[src/rtl/stream_demux_1xn_pkg.sv]
// Shared constants and helpers for the 1-to-N stream demultiplexer.
package stream_demux_1xn_pkg;

    localparam int ERR_W_DEF = 8;
    localparam logic [ERR_W_DEF-1:0] ERR_MAX = '1;

    // Select width for n channels, never narrower than one bit.
    function automatic int clog2_min1(input int n);
        int w;
        w = 0;
        while ((1 << w) < n) begin
            w++;
        end
        return (w < 1) ? 1 : w;
    endfunction

endpackage

[src/rtl/demux_out_slot.sv]
// Single-entry output holding register with valid/ready handshake.
module demux_out_slot
    import stream_demux_1xn_pkg::*;
#(
    parameter int DATA_W = 8
) (
    input  logic              clk,
    input  logic              rst_n,
    input  logic              load,
    input  logic [DATA_W-1:0] load_data,
    input  logic              out_ready,
    output logic              out_valid,
    output logic [DATA_W-1:0] out_data,
    output logic              free
);

    logic              vld_p1;
    logic [DATA_W-1:0] data_p1;

    // A full slot that drains this cycle can take a new word at the same edge.
    assign free = !vld_p1 || out_ready;

    // Stage p1: held word; data keeps its stale value after a drain.
    always_ff @(posedge clk) begin
        if (!rst_n) begin
            vld_p1  <= 1'b0;
            data_p1 <= '0;
        end else if (load) begin
            vld_p1  <= 1'b1;
            data_p1 <= load_data;
        end else if (out_ready) begin
            vld_p1  <= 1'b0;
        end
    end

    assign out_valid = vld_p1;
    assign out_data  = data_p1;

endmodule

[src/rtl/stream_demux_1xn.sv]
// Registered 1-to-N valid/ready demultiplexer with atomic broadcast and a
// saturating counter of words dropped for an out-of-range select.
module stream_demux_1xn
    import stream_demux_1xn_pkg::*;
#(
    parameter  int N_OUT  = 4,
    parameter  int DATA_W = 8,
    parameter  int ERR_W  = ERR_W_DEF,
    localparam int SEL_W  = clog2_min1(N_OUT)
) (
    input  logic                    clk,
    input  logic                    rst_n,
    input  logic                    en,
    input  logic                    in_valid,
    output logic                    in_ready,
    input  logic [DATA_W-1:0]       in_data,
    input  logic [SEL_W-1:0]        in_sel,
    input  logic                    in_bcast,
    output logic [N_OUT-1:0]        out_valid,
    input  logic [N_OUT-1:0]        out_ready,
    output logic [N_OUT*DATA_W-1:0] out_data,
    output logic [ERR_W-1:0]        err_cnt
);

    localparam logic [ERR_W-1:0] ERR_SAT =
        (ERR_W == ERR_W_DEF) ? ERR_W'(ERR_MAX) : '1;

    function automatic logic [ERR_W-1:0] sat_inc(input logic [ERR_W-1:0] v);
        return (v == ERR_SAT) ? v : v + ERR_W'(1);
    endfunction

    logic [N_OUT-1:0] free;
    logic [N_OUT-1:0] sel_hit;
    logic [N_OUT-1:0] load;
    logic             sel_ok;
    logic             accept;
    logic             drop;
    logic [ERR_W-1:0] err_p1;

    always_comb begin
        sel_hit = '0;
        for (int i = 0; i < N_OUT; i++) begin
            sel_hit[i] = (in_sel == SEL_W'(i));
        end
    end

    assign sel_ok = |sel_hit;

    // An out-of-range select is always ready so the word can be discarded.
    always_comb begin
        in_ready = 1'b0;
        if (en && rst_n) begin
            if (in_bcast) begin
                in_ready = &free;
            end else if (sel_ok) begin
                in_ready = |(sel_hit & free);
            end else begin
                in_ready = 1'b1;
            end
        end
    end

    assign accept = in_valid && in_ready;
    assign load   = {N_OUT{accept}} & (in_bcast ? {N_OUT{1'b1}} : sel_hit);
    assign drop   = accept && !in_bcast && !sel_ok;

    // Stage p1: per-channel holding registers.
    for (genvar g = 0; g < N_OUT; g++) begin : g_slot
        demux_out_slot #(
            .DATA_W(DATA_W)
        ) u_slot (
            .clk      (clk),
            .rst_n    (rst_n),
            .load     (load[g]),
            .load_data(in_data),
            .out_ready(out_ready[g]),
            .out_valid(out_valid[g]),
            .out_data (out_data[g*DATA_W +: DATA_W]),
            .free     (free[g])
        );
    end

    always_ff @(posedge clk) begin
        if (!rst_n) begin
            err_p1 <= '0;
        end else if (drop) begin
            err_p1 <= sat_inc(err_p1);
        end
    end

    assign err_cnt = err_p1;

endmodule

[config.mk]
export PLATFORM = sky130hd
export DESIGN_NAME = stream_demux_1xn
export DESIGN_NICKNAME = d
export VERILOG_FILES = /design/src/rtl/stream_demux_1xn_pkg.sv /design/src/rtl/demux_out_slot.sv /design/src/rtl/stream_demux_1xn.sv
export SDC_FILE = /design/constraint.sdc
export NUM_CORES = 1
export LEC_CHECK = 0
export BUFFER_PORTS_ARGS = -buffer_cell sky130_fd_sc_hd__buf_4
export CORE_UTILIZATION = 30
export DETAILED_ROUTE_END_ITERATION = 10
export GPL_TIMING_DRIVEN = 0
export PLACE_DENSITY = 0.65
export SLEW_MARGIN = 20
export SYNTH_ARGS = -nofsm -noshare
export SYNTH_HDL_FRONTEND = slang
export SYNTH_SLANG_ARGS = --single-unit
[constraint.sdc]
create_clock -name clk -period 3.7 [get_ports clk]
set_input_delay 0.555 -clock clk [delete_from_list [all_inputs] [get_ports clk]]
set_output_delay 0.555 -clock clk [all_outputs]
set_load 0.005 [all_outputs]
# ---- Word level (Yosys, flattened, before mapping)
# Index checks and enable logic that the tools add are counted.
dict set report classes {
  bitwise 3
  n_mux 12
  n_addsub 1
  eq_ne 4
  n_reduce_logical 23
}
# cell n
set ops {}
lappend ops {{two-way mux 1 bit} 11}
lappend ops {{adder 8 x 1 -> 8 bit (second input constant)} 1}
lappend ops {{AND 4 bit} 2}
lappend ops {{equality test 8 bit (second input constant)} 1}
lappend ops {{nonzero test 2 bit} 4}
lappend ops {{OR reduction 4 bit} 2}
lappend ops {{logical NOT 1 bit} 6}
lappend ops {{equality test 2 bit (second input constant)} 2}
lappend ops {{logical AND 1 bit} 4}
lappend ops {{logical OR 1 bit} 4}
lappend ops {{two-way mux 4 bit} 1}
lappend ops {{AND reduction 4 bit} 1}
lappend ops {{equality test 2 x 1 -> 1 bit (second input constant)} 1}
lappend ops {{logical NOT 2 bit} 1}
lappend ops {{AND reduction 2 bit} 1}
lappend ops {{inverter 1 bit} 1}
dict set report word_totals {
  output_inout_bits 45
  reg_bits 44
}

# ---- Longest topological paths before layout
# Gate-level depths: netlist of run 1.
dict set report depth {
  ltp_word 11
  mapped_depth 6
  depth_no_buf 4
}

# ---- Hierarchy
# Synthesis of run 1 repeated with hierarchy kept, for this count alone.
dict set report hier_totals {
  cells_unflattened 152
  hier_area_um2 1690.4
}
# mod seq_area_each_um2 n_inst cells_per_inst area_per_inst_um2
set by_module_without_submodules {}
lappend by_module_without_submodules {demux_out_slot 180.2 4 29 339.1}
lappend by_module_without_submodules {stream_demux_1xn 160.2 1 36 334.1}

# ---- Least setup slack after synthesis of run 1
# No wires, ideal clock.
dict set report synth_path {
  kind {in2out}
  start {in out_ready[3]}
  end {out in_ready}
  cell_stages 3
  setup_slack_ps 1667
  t_required_ps 3145
  arrival_time_ps 1478
  cell_sequence {nand2b_4 mux4_2 o2111a_1}
}
dict set report synth_via {
  elab_chain_cells 6
}
# item line
set synth_rtl {}
lappend synth_rtl {{from (decl)} stream_demux_1xn.sv:20} ;# input logic [N_OUT-1:0] out_ready,
lappend synth_rtl {{logical OR 1 bit (*)} demux_out_slot.sv:21} ;# assign free = !vld_p1 || out_ready;
lappend synth_rtl {{AND 4 bit} stream_demux_1xn.sv:56} ;# in_ready = |(sel_hit & free);
lappend synth_rtl {{OR reduction 4 bit} stream_demux_1xn.sv:56}
lappend synth_rtl {{two-way mux 1 bit} stream_demux_1xn.sv:55} ;# end else if (sel_ok) begin
lappend synth_rtl {{two-way mux 1 bit (*)} stream_demux_1xn.sv:53} ;# if (in_bcast) begin
lappend synth_rtl {{two-way mux 1 bit (*)} stream_demux_1xn.sv:52} ;# if (en && rst_n) begin
lappend synth_rtl {{to (decl)} stream_demux_1xn.sv:15} ;# output logic in_ready,
# Mark *: on every way between the ends. The rest lies on a longest branch, timed or not.

# ---- Final worst setup path of run 1
# Ends and elaborated chain as after synthesis.

==> qor.yml, run 1 <==
timing:
  hold_ws_ns: 0.463
  finalSetupViolations: 0
  slew_headroom: 0.640
  worst_pin_slew_ns: 0.541
  finalCritPeriodShare: 0.626
  hold_violations: 0
  fmax_mhz: 431
  drv_slew: 0
  final.setup.tns_ns: 0
  fin_skew_ns: 0.00352
  finalWorstSetupSlack_ns: 1.38
  fin_crit_ns: 2.32
  rsz0062_at_grt: "no"
grt:
  grt_antenna_before_repair: 0
  grt_pass1_wl_um: 6350
  first_global_vias: 1330
  grt_start_max_net_pins: 15
  grt_usage: 0.137
  grt-ovfl-total: 0
clocking:
  clock_latency_ns: 0.30
  cts_num_sinks: 44
  clockRootBuffer: "clkbuf_8"
  cts_buffers: 5
  cts_tree: "yes"
  cts_resized: 0
  htree_levels: 2
  path_clk_slew_ns: 0.08
  post_cts_buffers: 0
  clock_path_buffers: 2
  cts_hold_buf: 0
synth:
  ys.flop_type: "dfxtp_1"
  synth_top_cell_area_share: 0.509
  syn_area_um2: 1730
  synth_seq_cells: 44
  postSynthAreaPerCell_um2: 10.6
  synthCells: 163
  yosysUniqueCellTypes: 19
  synth_nets: 182
  synth.top_cells.by_count: "dfxtp_1, nand2_1, mux2i_1, and2_1, clkbuf_1"
  synth_top_cell_by_area: "dfxtp_1"
  seq_area_frac_synth: 0.509
  synth-edff-count: 0
  synthArstFlopShare: 0
  ys_warn_count: 0
  synth_most_common_cell: "dfxtp_1"
  yosys-top-cells-area: "dfxtp_1, mux2i_1, nand2_1, nand2b_4, and2_1"
die:
  dieArea_um2: 6070
  core_region_area_um2: 5540
  rows: 27
  die_h_um: 77.9
  die_w_um: 77.9
  io_pins: 64
  start_util: 0.312
power:
  swShare: 0.224
  power_frac_clock: 0.403
  leakagePower_uw: 0.00124
  p_seq_frac: 0.506
  pwr-share-comb: 0.091
  power_density_nw_per_um2: 403
  finalPower_uw: 969
  internal-power_uw: 752
  p_sw_uw: 217
  ir_drop_uv: 183
drt:
  drt-total-wl_um: 3980
  post_drt_wl_per_cell_um: 13.0
  num_vias: 1331
  drt_first_iter_violations: 49
  dr.pass1.iters: 4
  drc: 0
  viasPerCell: 4.36
  ant_nets: 0
critical_path:
  cpMaxStageDelayCell: "mux4_2"
  arrival_ns: 1.76
  crit_path_frequent_cell: "buf_4"
  cp-end-kind: "primary output"
  crit_fanout: 5
  start_kind: "primary input"
  startpoint: "out_ready[3]"
  critPathMaxStageDelay_ns: 0.57
  reg2reg_from: "g_slot[3].u_slot.out_valid"
  cp.buffers_inverters: 2
  worstPathRequired_ns: 3.14
  crit_type: "in -> out"
  worstPathCellList: "buf_4 -> nand2b_4 -> mux4_2 -> o2111a_1 -> buf_4"
  crit_family: "multiplexers"
final_layout:
  diodes: 0
  drive_gt1_frac: 0.378
  post-route-util: 0.434
  fillCellCount: 563
  fin_nets: 251
  areaGrowthSynthToFinish_pct: 39.1
run_status:
  status: "complete, no violations"
min_path:
  hold_start: "err_cnt[4]"
  hp-class: "reg -> reg"
placed_design:
  io_buffers: 62
  place_hpwl_um: 2870
  post-place-ws_ns: 1.39
  gp_congestion: 0.714
run:
  maxCapViolCount: 0
==> final cells by class <==
type / count / area (um^2) / area share
Timing Repair Buffer: 62 / 465 / 0.193
Sequential cell: 44 / 881 / 0.366
Clock buffer: 6 / 82.6 / 0.0343
Tap cell: 72 / 90.1 / 0.0374
Clock inverter: 2 / 38.8 / 0.0161
Multi-Input combinational cell: 104 / 747 / 0.310
Buffer: 14 / 97.6 / 0.0406
Inverter: 1 / 3.75 / 0.00156
==> routing by layer <==
| metal | vias up | wire (um) | GRT usage |
|---|---|---|---|
| met1 | 612 | 1730 | 0.165 |
| met3 | 4 | 204 | 0.0400 |
| met2 | 35 | 1990 | 0.227 |
| met5 | - | 0 | 0 |
| li1 | 680 | - | - |
| met4 | 0 | 46 | 0.0574 |
==> power by group through the flow <==
stage	registers, uW	logic (uW)	clock network [uW]
final	490	87.9	391
after global routing	492	96.6	419
after CTS	490	89.8	404
after detailed placement	501	89.5	0
after global placement	501	88.3	0
after floorplan	502	43.4	0
==> registers in the layout (all words and copies together) (netlist names) <==
signal and flops:
g_slot.u_slot.out_valid 4, g_slot.u_slot.out_data 32, err_cnt 8
==> final timing paths <==
kind | endpoint | slack, ns | depth (start not counted)
hold reg to reg | err_cnt[4] | 0.46 | 1
setup / recovery | in_ready | 1.38 | 5
hold / removal | err_cnt[4] | 0.46 | 1
setup reg to reg | g_slot[3].u_slot.out_data[7] | 2.04 | 5
==> through the flow <==
| step | std cells | area (um^2) |
|---|---|---|
| 3_5_place_dp | 297 | 2280 |
| 3_3_place_gp | 297 | 2280 |
| 4_1_cts | 305 | 2410 |
| 5_1_grt | 305 | 2410 |
| 2_1_floorplan | 163 | 1730 |
| 6_report | 305 | 2410 |
==> kinds of logic after synthesis <==
logic type	count (synthesis)	synth area share
buffers and inverters	15	0.0586
AND/OR/NAND/NOR	57	0.164
flip-flops	44	0.509
multiplexers	33	0.198
AO/OA/AOI/OAI	14	0.0702
==> placed cells by master, fill, tap and decap left out, types with 6 or more instances in the layout <==
master,instances
clkbuf_1,6
and2_1,8
mux2i_1,32
dfxtp_1,44
buf_4,66
clkbuf_8,6
nand2_1,40
(Power assumes the default switching activity.)
==> inputs of run 2 (changes only) <==
--- a/config.mk
+++ b/config.mk
@@ -5,6 +5,7 @@
 export SDC_FILE = /design/constraint.sdc
 export NUM_CORES = 1
 export LEC_CHECK = 0
+export ABC_AREA = 1
 export BUFFER_PORTS_ARGS = -buffer_cell sky130_fd_sc_hd__buf_4
 export CORE_UTILIZATION = 30
 export DETAILED_ROUTE_END_ITERATION = 10
==> constraint.sdc (replaced) <==
create_clock -name clk -period 1.9 [get_ports clk]
set_input_delay 0.285 -clock clk [delete_from_list [all_inputs] [get_ports clk]]
set_output_delay 0.285 -clock clk [all_outputs]
set_load 0.005 [all_outputs]
==> qor.yml, run 2 <==
run_status:
  status: "complete, no violations"
critical_path:
  critPathMaxStageDelay_ns: 0.32  # -0.25 ns
  crit_fanout: 6  # +1
  worstPathCellList: "nand2_1 -> nand2_1 -> o21ai_1 -> nand2_1 -> nor2_4 -> buf_6 -> buf_4"
  crit_type: "reg -> out"
  cp.buffers_inverters: 2  # unchanged
  crit_family: "simple AND/OR/NAND/NOR gates"
  crit_path_frequent_cell: "nand2_1"
  worstPathRequired_ns: 1.62  # -1.52 ns
  start_kind: "register"
  cp-end-kind: "primary output"
  cpMaxStageDelayCell: "dfxtp_1"
  arrival_ns: 1.50  # -0.26 ns
drt:
  ant_nets: 0  # unchanged
  post_drt_wl_per_cell_um: 11.0  # -16%
  highest_layer: "met4"
  num_vias: 2072  # +56%
  viasPerCell: 4.19  # -4.1%
  wl_met1_um: 2410  # +39%
  drt_first_iter_violations: 132  # +170%
  drt-total-wl_um: 5440  # +37%
  dr_wl_met2_um: 2640  # +33%
  drc: 0  # unchanged
  wl_met3_um: 327  # +60%
  dr.pass1.iters: 4  # unchanged
run:
  maxCapViolCount: 0  # unchanged
synth:
  synth_most_common_cell: "inv_1"
  synthArstFlopShare: 0  # unchanged
  ys.flop_type: "dfxtp_1"
  synth_top_cell_area_share: 0.397  # -0.113
  synth-edff-count: 0  # unchanged
  ys_warn_count: 0  # unchanged
  synth_seq_cells: 44  # unchanged
  synth_nets: 344  # +89%
  yosys-top-cells-area: "dfxtp_1, inv_1, nand2_1, nand4_1, nor2_1"
  postSynthAreaPerCell_um2: 6.83  # -36%
  synth.top_cells.by_count: "inv_1, nand2_1, dfxtp_1, nor2_1, nand4_1"
  seq_area_frac_synth: 0.397  # -0.113
  synthCells: 325  # +99%
  syn_area_um2: 2220  # +28%
  yosysUniqueCellTypes: 19  # unchanged
  synth_top_cell_by_area: "dfxtp_1"
clocking:
  htree_levels: 2  # unchanged
  cts_buffers: 5  # unchanged
  clock_latency_ns: 0.31  # about the same
  path_clk_slew_ns: 0.09  # about the same
  clockRootBuffer: "clkbuf_8"
  cts_num_sinks: 44  # unchanged
  cts_tree: "yes"
  clock_path_buffers: 2  # unchanged
die:
  io_pins: 64  # unchanged
  core_region_area_um2: 6980  # +26%
  rows: 30  # +11%
  die_h_um: 88.0  # +13%
  die_w_um: 88.0  # +13%
  dieArea_um2: 7750  # +28%
  start_util: 0.318  # +0.00582
placed_design:
  place_hpwl_um: 4030  # +40%
  io_buffers: 60  # -3.2%
  dp_cells: 481  # +62%
  gp_congestion: 0.781  # +9.4%
  post-place-ws_ns: 0.279  # -1.11 ns
final_layout:
  drive_gt1_frac: 0.283  # -0.0945
  layout_common_cells: "inv_1, nand2_1, buf_4"
  layout_commonest_cell: "inv_1"
  stdcell_count: 495  # +62%
  fin_nets: 417  # +66%
  diodes: 0  # unchanged
  largest_register_ffs: 32  # unchanged
  areaGrowthSynthToFinish_pct: 32.1
timing:
  rsz0062_at_grt: "no"
  finalCritPeriodShare: 0.941
  fin_crit_ns: 1.79
  worst_pin_slew_ns: 0.422  # -0.119 ns
  final.setup.tns_ns: 0  # unchanged
  finalWorstSetupSlack_ns: 0.111  # -1.27 ns
  fin_skew_ns: 0.0120  # +0.00844 ns
  fmax_mhz: 559
  slew_headroom: 0.719  # +0.0791
  drv_slew: 0  # unchanged
  hold_violations: 0  # unchanged
  finalSetupViolations: 0  # unchanged
grt:
  first_global_vias: 1836  # +38%
  grt_pass1_wl_um: 8580  # +35%
  grt-ovfl-total: 0  # unchanged
  grt_start_max_net_pins: 17  # +2
  grt_usage: 0.147  # +0.00930
  grt_antenna_before_repair: 0  # unchanged
power:
  power_density_nw_per_um2: 661  # +64%
  leakagePower_uw: 0.00160  # +30%
  ir_drop_uv: 329  # +80%
min_path:
  hp-class: "in -> reg"
## run 2: where the power goes
part	switching (uW)	total, uW	internal, uW	leakage [uW]
clock network	363	634	271	0.0000491
registers	16.4	969	953	0.000357
logic	187	335	147	0.00120
total	567	1940	1370	0.00160
## run 2: path summary, 6_finish.rpt
kind / slack (ns) / endpoint / cells past startpoint / start
max: 0.11 / in_ready / 7 / g_slot[0].u_slot.out_valid
min: 0.27 / g_slot[1].u_slot.out_valid / 4 / out_ready[1]
max reg2reg: 0.39 / g_slot[2].u_slot.out_data[4] / 10 / g_slot[0].u_slot.out_valid
min reg2reg: 0.43 / err_cnt[0] / 2 / err_cnt[0]
## run 2: what timing repair did
item | CTS | global route
setup endpoints to repair | 0 | 1
hold buffers | 0 | 0
endpoints found under the hold margin | 0 | 0
resized for setup | 0 | 2
setup buffers | 0 | 6
## run 2: kinds of logic (layout without fill, tap and decap cells)
family                 count (synthesis)  count (layout)  synth area share
and+or+nand+nor                      166             166             0.369
buffers and inverters                108             182             0.215
DFF                                   44              44             0.397
AOI/OAI and AO/OA                      7               7            0.0192
## run 2: metal layers
metal / up-vias / GRT usage
met2: 49 / 0.248
met5: - / 0
met1: 918 / 0.186
met4: 0 / 0.0440
met3: 7 / 0.0330
li1: 1098 / -
## run 2: area by class of cell
cell class                 count  area (um^2)
buffer                        17          136
tap                           96          120
inverter                      91          342
fill                         759         4050
multi-input combinational    173          863
timing repair buffer          66          495
sequential                    44          881
clock buffer                   5         68.8
clock inverter                 3         26.3
## run 2: worst register-to-register path, cell delays in order, from the launching register on
cell and delay, ns:
dfxtp_1 0.32, nand2_1 0.11, nand2_1 0.08, o21ai_1 0.13, nand2_1 0.11, nor2_4 0.19
buf_4 0.14, buf_6 0.12, nand4_1 0.08, nand2_1 0.08, nor2_1 0.04
## run 2: through the flow
step,hold WS [ns],area [um^2],power [uW],util
5_1_grt,0.290,2930,2060,0.420
4_1_cts,0.269,2890,1950,0.413
2_1_floorplan,0.424,2220,1190,-
3_5_place_dp,0.419,2790,1310,0.400
6_report,0.274,2930,1940,0.420
3_3_place_gp,0.415,2790,1310,0.400
==> inputs of run 3 (changes only) <==
--- a/config.mk
+++ b/config.mk
@@ -7,11 +7,13 @@
 export LEC_CHECK = 0
 export ABC_AREA = 1
 export BUFFER_PORTS_ARGS = -buffer_cell sky130_fd_sc_hd__buf_4
+export CAP_MARGIN = 15
 export CORE_UTILIZATION = 30
 export DETAILED_ROUTE_END_ITERATION = 10
 export GPL_TIMING_DRIVEN = 0
-export PLACE_DENSITY = 0.65
+export PLACE_DENSITY = 0.68
 export SLEW_MARGIN = 20
 export SYNTH_ARGS = -nofsm -noshare
 export SYNTH_HDL_FRONTEND = slang
+export SYNTH_HIERARCHICAL = 1
 export SYNTH_SLANG_ARGS = --single-unit
==> qor.yml, run 3 <==
die:
  start_util: 0.322  # +0.00413
  dieArea_um2: 5530  # -29%
  die_w_um: 74.4  # -15%
  core_region_area_um2: 4880  # -30%
  die_h_um: 74.4  # -15%
  io_pins: 64  # unchanged
  rows: 25  # -17%
placed_design:
  place_hpwl_um: 2940  # -27%
  post-place-ws_ns: -0.268  # -0.547 ns
  dp_cells: 336  # -30%
  postPlaceCellArea_um2: 2130  # -24%
  io_buffers: 63  # +5.0%
  gp_congestion: 0.771  # -1.2%
final_layout:
  seqCellArea_um2: 881  # unchanged
  largest_register_ffs: 32  # unchanged
  fillCellCount: 537  # -29%
  multi_input_area_um2: 593  # -31%
  areaGrowthSynthToFinish_pct: 40.6
  fin_nets: 295  # -29%
  stdcell_count: 343  # -31%
  diodes: 0  # unchanged
  layout_commonest_cell: "nor2_1"
  drive_gt1_frac: 0.293  # +0.0103
  layout_common_cells: "nor2_1, buf_4, dfxtp_1"
  final_area_um2: 2210  # -25%
synth:
  synth.top_cells.by_count: "nor2_1, dfxtp_1, o21ai_0, inv_1, nand2_1"
  ys.flop_type: "dfxtp_1"
  synthArstFlopShare: 0  # unchanged
  synth_nets: 225  # -35%
  postSynthAreaPerCell_um2: 7.63  # +12%
  synth_seq_cells: 44  # unchanged
  synth_top_cell_by_area: "dfxtp_1"
  yosys-top-cells-area: "dfxtp_1, nor2_1, o21ai_0, inv_1, nand2_1"
  synthCells: 206  # -37%
  synth_most_common_cell: "nor2_1"
  syn_area_um2: 1570  # -29%
  seq_area_frac_synth: 0.561  # +0.164
  synth-edff-count: 0  # unchanged
  synth_top_cell_area_share: 0.561  # +0.164
  ys_warn_count: 6  # +6
  yosysUniqueCellTypes: 13  # -6
run_status:
  violations: "setup timing"
  status: "finished, violations left"
timing:
  fmax_mhz: 525  # -6.0%
  fin_skew_ns: 0.00509  # -0.00687 ns
  rsz0062_at_grt: "yes"
  drv_slew: 0  # unchanged
  worst_pin_slew_ns: 0.591  # +0.169 ns
  slew_headroom: 0.605  # -0.114
  finalSetupViolations: 2  # +2
  finalWorstSetupSlack_ns: -0.00329  # -0.115 ns
  fin_crit_ns: 1.90  # +0.115 ns
  finalCritPeriodShare: 1.00  # +0.0604
  hold_violations: 0  # unchanged
  final.setup.tns_ns: -0.00531  # -0.00531 ns
clocking:
  clock_path_buffers: 2  # unchanged
  htree_levels: 2  # unchanged
  post_cts_buffers: 0  # unchanged
  cts_buffers: 5  # unchanged
  cts_tree: "yes"
  clock_latency_ns: 0.29  # -0.02 ns
  cts_resized: 0  # unchanged
  path_clk_slew_ns: 0.08  # about the same
  cts_num_sinks: 44  # unchanged
  cts_hold_buf: 0  # unchanged
  clockRootBuffer: "clkbuf_8"
power:
  swShare: 0.241  # -0.0515
  ir_drop_uv: 651  # +98%
  p_sw_uw: 408  # -28%
  p_seq_frac: 0.570  # +0.070
  leakagePower_uw: 0.00117  # -27%
  pwr-share-comb: 0.104  # -0.069
  internal-power_uw: 1290  # -6.2%
  power_frac_clock: 0.326  # about the same
  power_density_nw_per_um2: 767  # +16%
drt:
  viasPerCell: 4.33  # +3.4%
  post_drt_wl_per_cell_um: 11.8  # +7.7%
  num_vias: 1485  # -28%
  dr.pass1.iters: 4  # unchanged
  drt-total-wl_um: 4060  # -25%
  ant_nets: 0  # unchanged
  drt_first_iter_violations: 48  # -64%
  drc: 0  # unchanged
grt:
  grt_pass1_wl_um: 6310  # -27%
  first_global_vias: 1350  # -26%
  grt-ovfl-total: 0  # unchanged
  grt_usage: 0.153  # +0.00684
  grt_start_max_net_pins: 38  # +21
  grt_antenna_before_repair: 0  # unchanged
critical_path:
  start_kind: "register"
  crit_type: "reg -> reg"
  crit_fanout: 9  # +3
  worstPathRequired_ns: 2.08  # +0.46 ns
  cp-end-kind: "register"
  arrival_ns: 2.09  # +0.59 ns
min_path:
  hp-class: "in -> reg"
run:
  maxCapViolCount: 0  # unchanged
## run 3: per-layer routing
metal  GRT usage  part of all wire  up-vias
met5           0                 0        -
met4      0.0524             0.013        0
met3      0.0556             0.076        6
met2       0.261              0.47       48
met1       0.178              0.44      654
li1            -                 -      777
## run 3: logic make-up after synthesis
family / share of synthesized area
simple gates: 0.240
flops: 0.561
compound gates: 0.137
buf+inv: 0.0621
## run 3: critical path, cell delays in order, from the launching register on
cell and delay (ns):
dfxtp_1 0.32, nand2_1 0.14, nand2_1 0.07, nor2_1 0.10
nor2_1 0.05, nor2_2 0.10, nand3_2 0.12, nor2_1 0.47
inv_2 0.22, nor2_1 0.15, nor2_1 0.05
## run 3: worst paths after layout
check	from	end	slack, ns	depth (start not counted)
worst min-delay path	in_data[4]	g_slot[2].u_slot/out_data[4]	0.26	3
worst max register to register	g_slot[0].u_slot/out_valid	g_slot[0].u_slot/out_data[7]	-0.003	10
worst max-delay path	g_slot[0].u_slot/out_valid	g_slot[0].u_slot/out_data[7]	-0.003	10
worst min register to register	err_cnt[2]	err_cnt[2]	0.43	2
## run 3: stage by stage
stage	utilization	hold WS [ns]	total power [uW]
after global routing	0.453	0.254	1780
final	0.453	0.258	1690
after CTS	0.453	0.254	1720
after detailed placement	0.436	0.420	1170
after floorplan	-	0.407	1050
after global placement	0.436	0.414	1160
## run 3: area by class of cell
type,instances,area share
Buffer,1,0.00340
Inverter,24,0.0408
Timing Repair Buffer,63,0.214
Tap cell,67,0.0379
Clock inverter,2,0.00566
Multi-Input combinational cell,137,0.268
Clock buffer,5,0.0311
Sequential cell,44,0.399
## run 3: power groups by stage
stage	registers [uW]	clock network, uW	logic, uW
floorplan	989	0	61.6
detailed placement	988	0	178
CTS	967	572	179
global placement	987	0	176
finish	967	551	176
global route	970	612	197
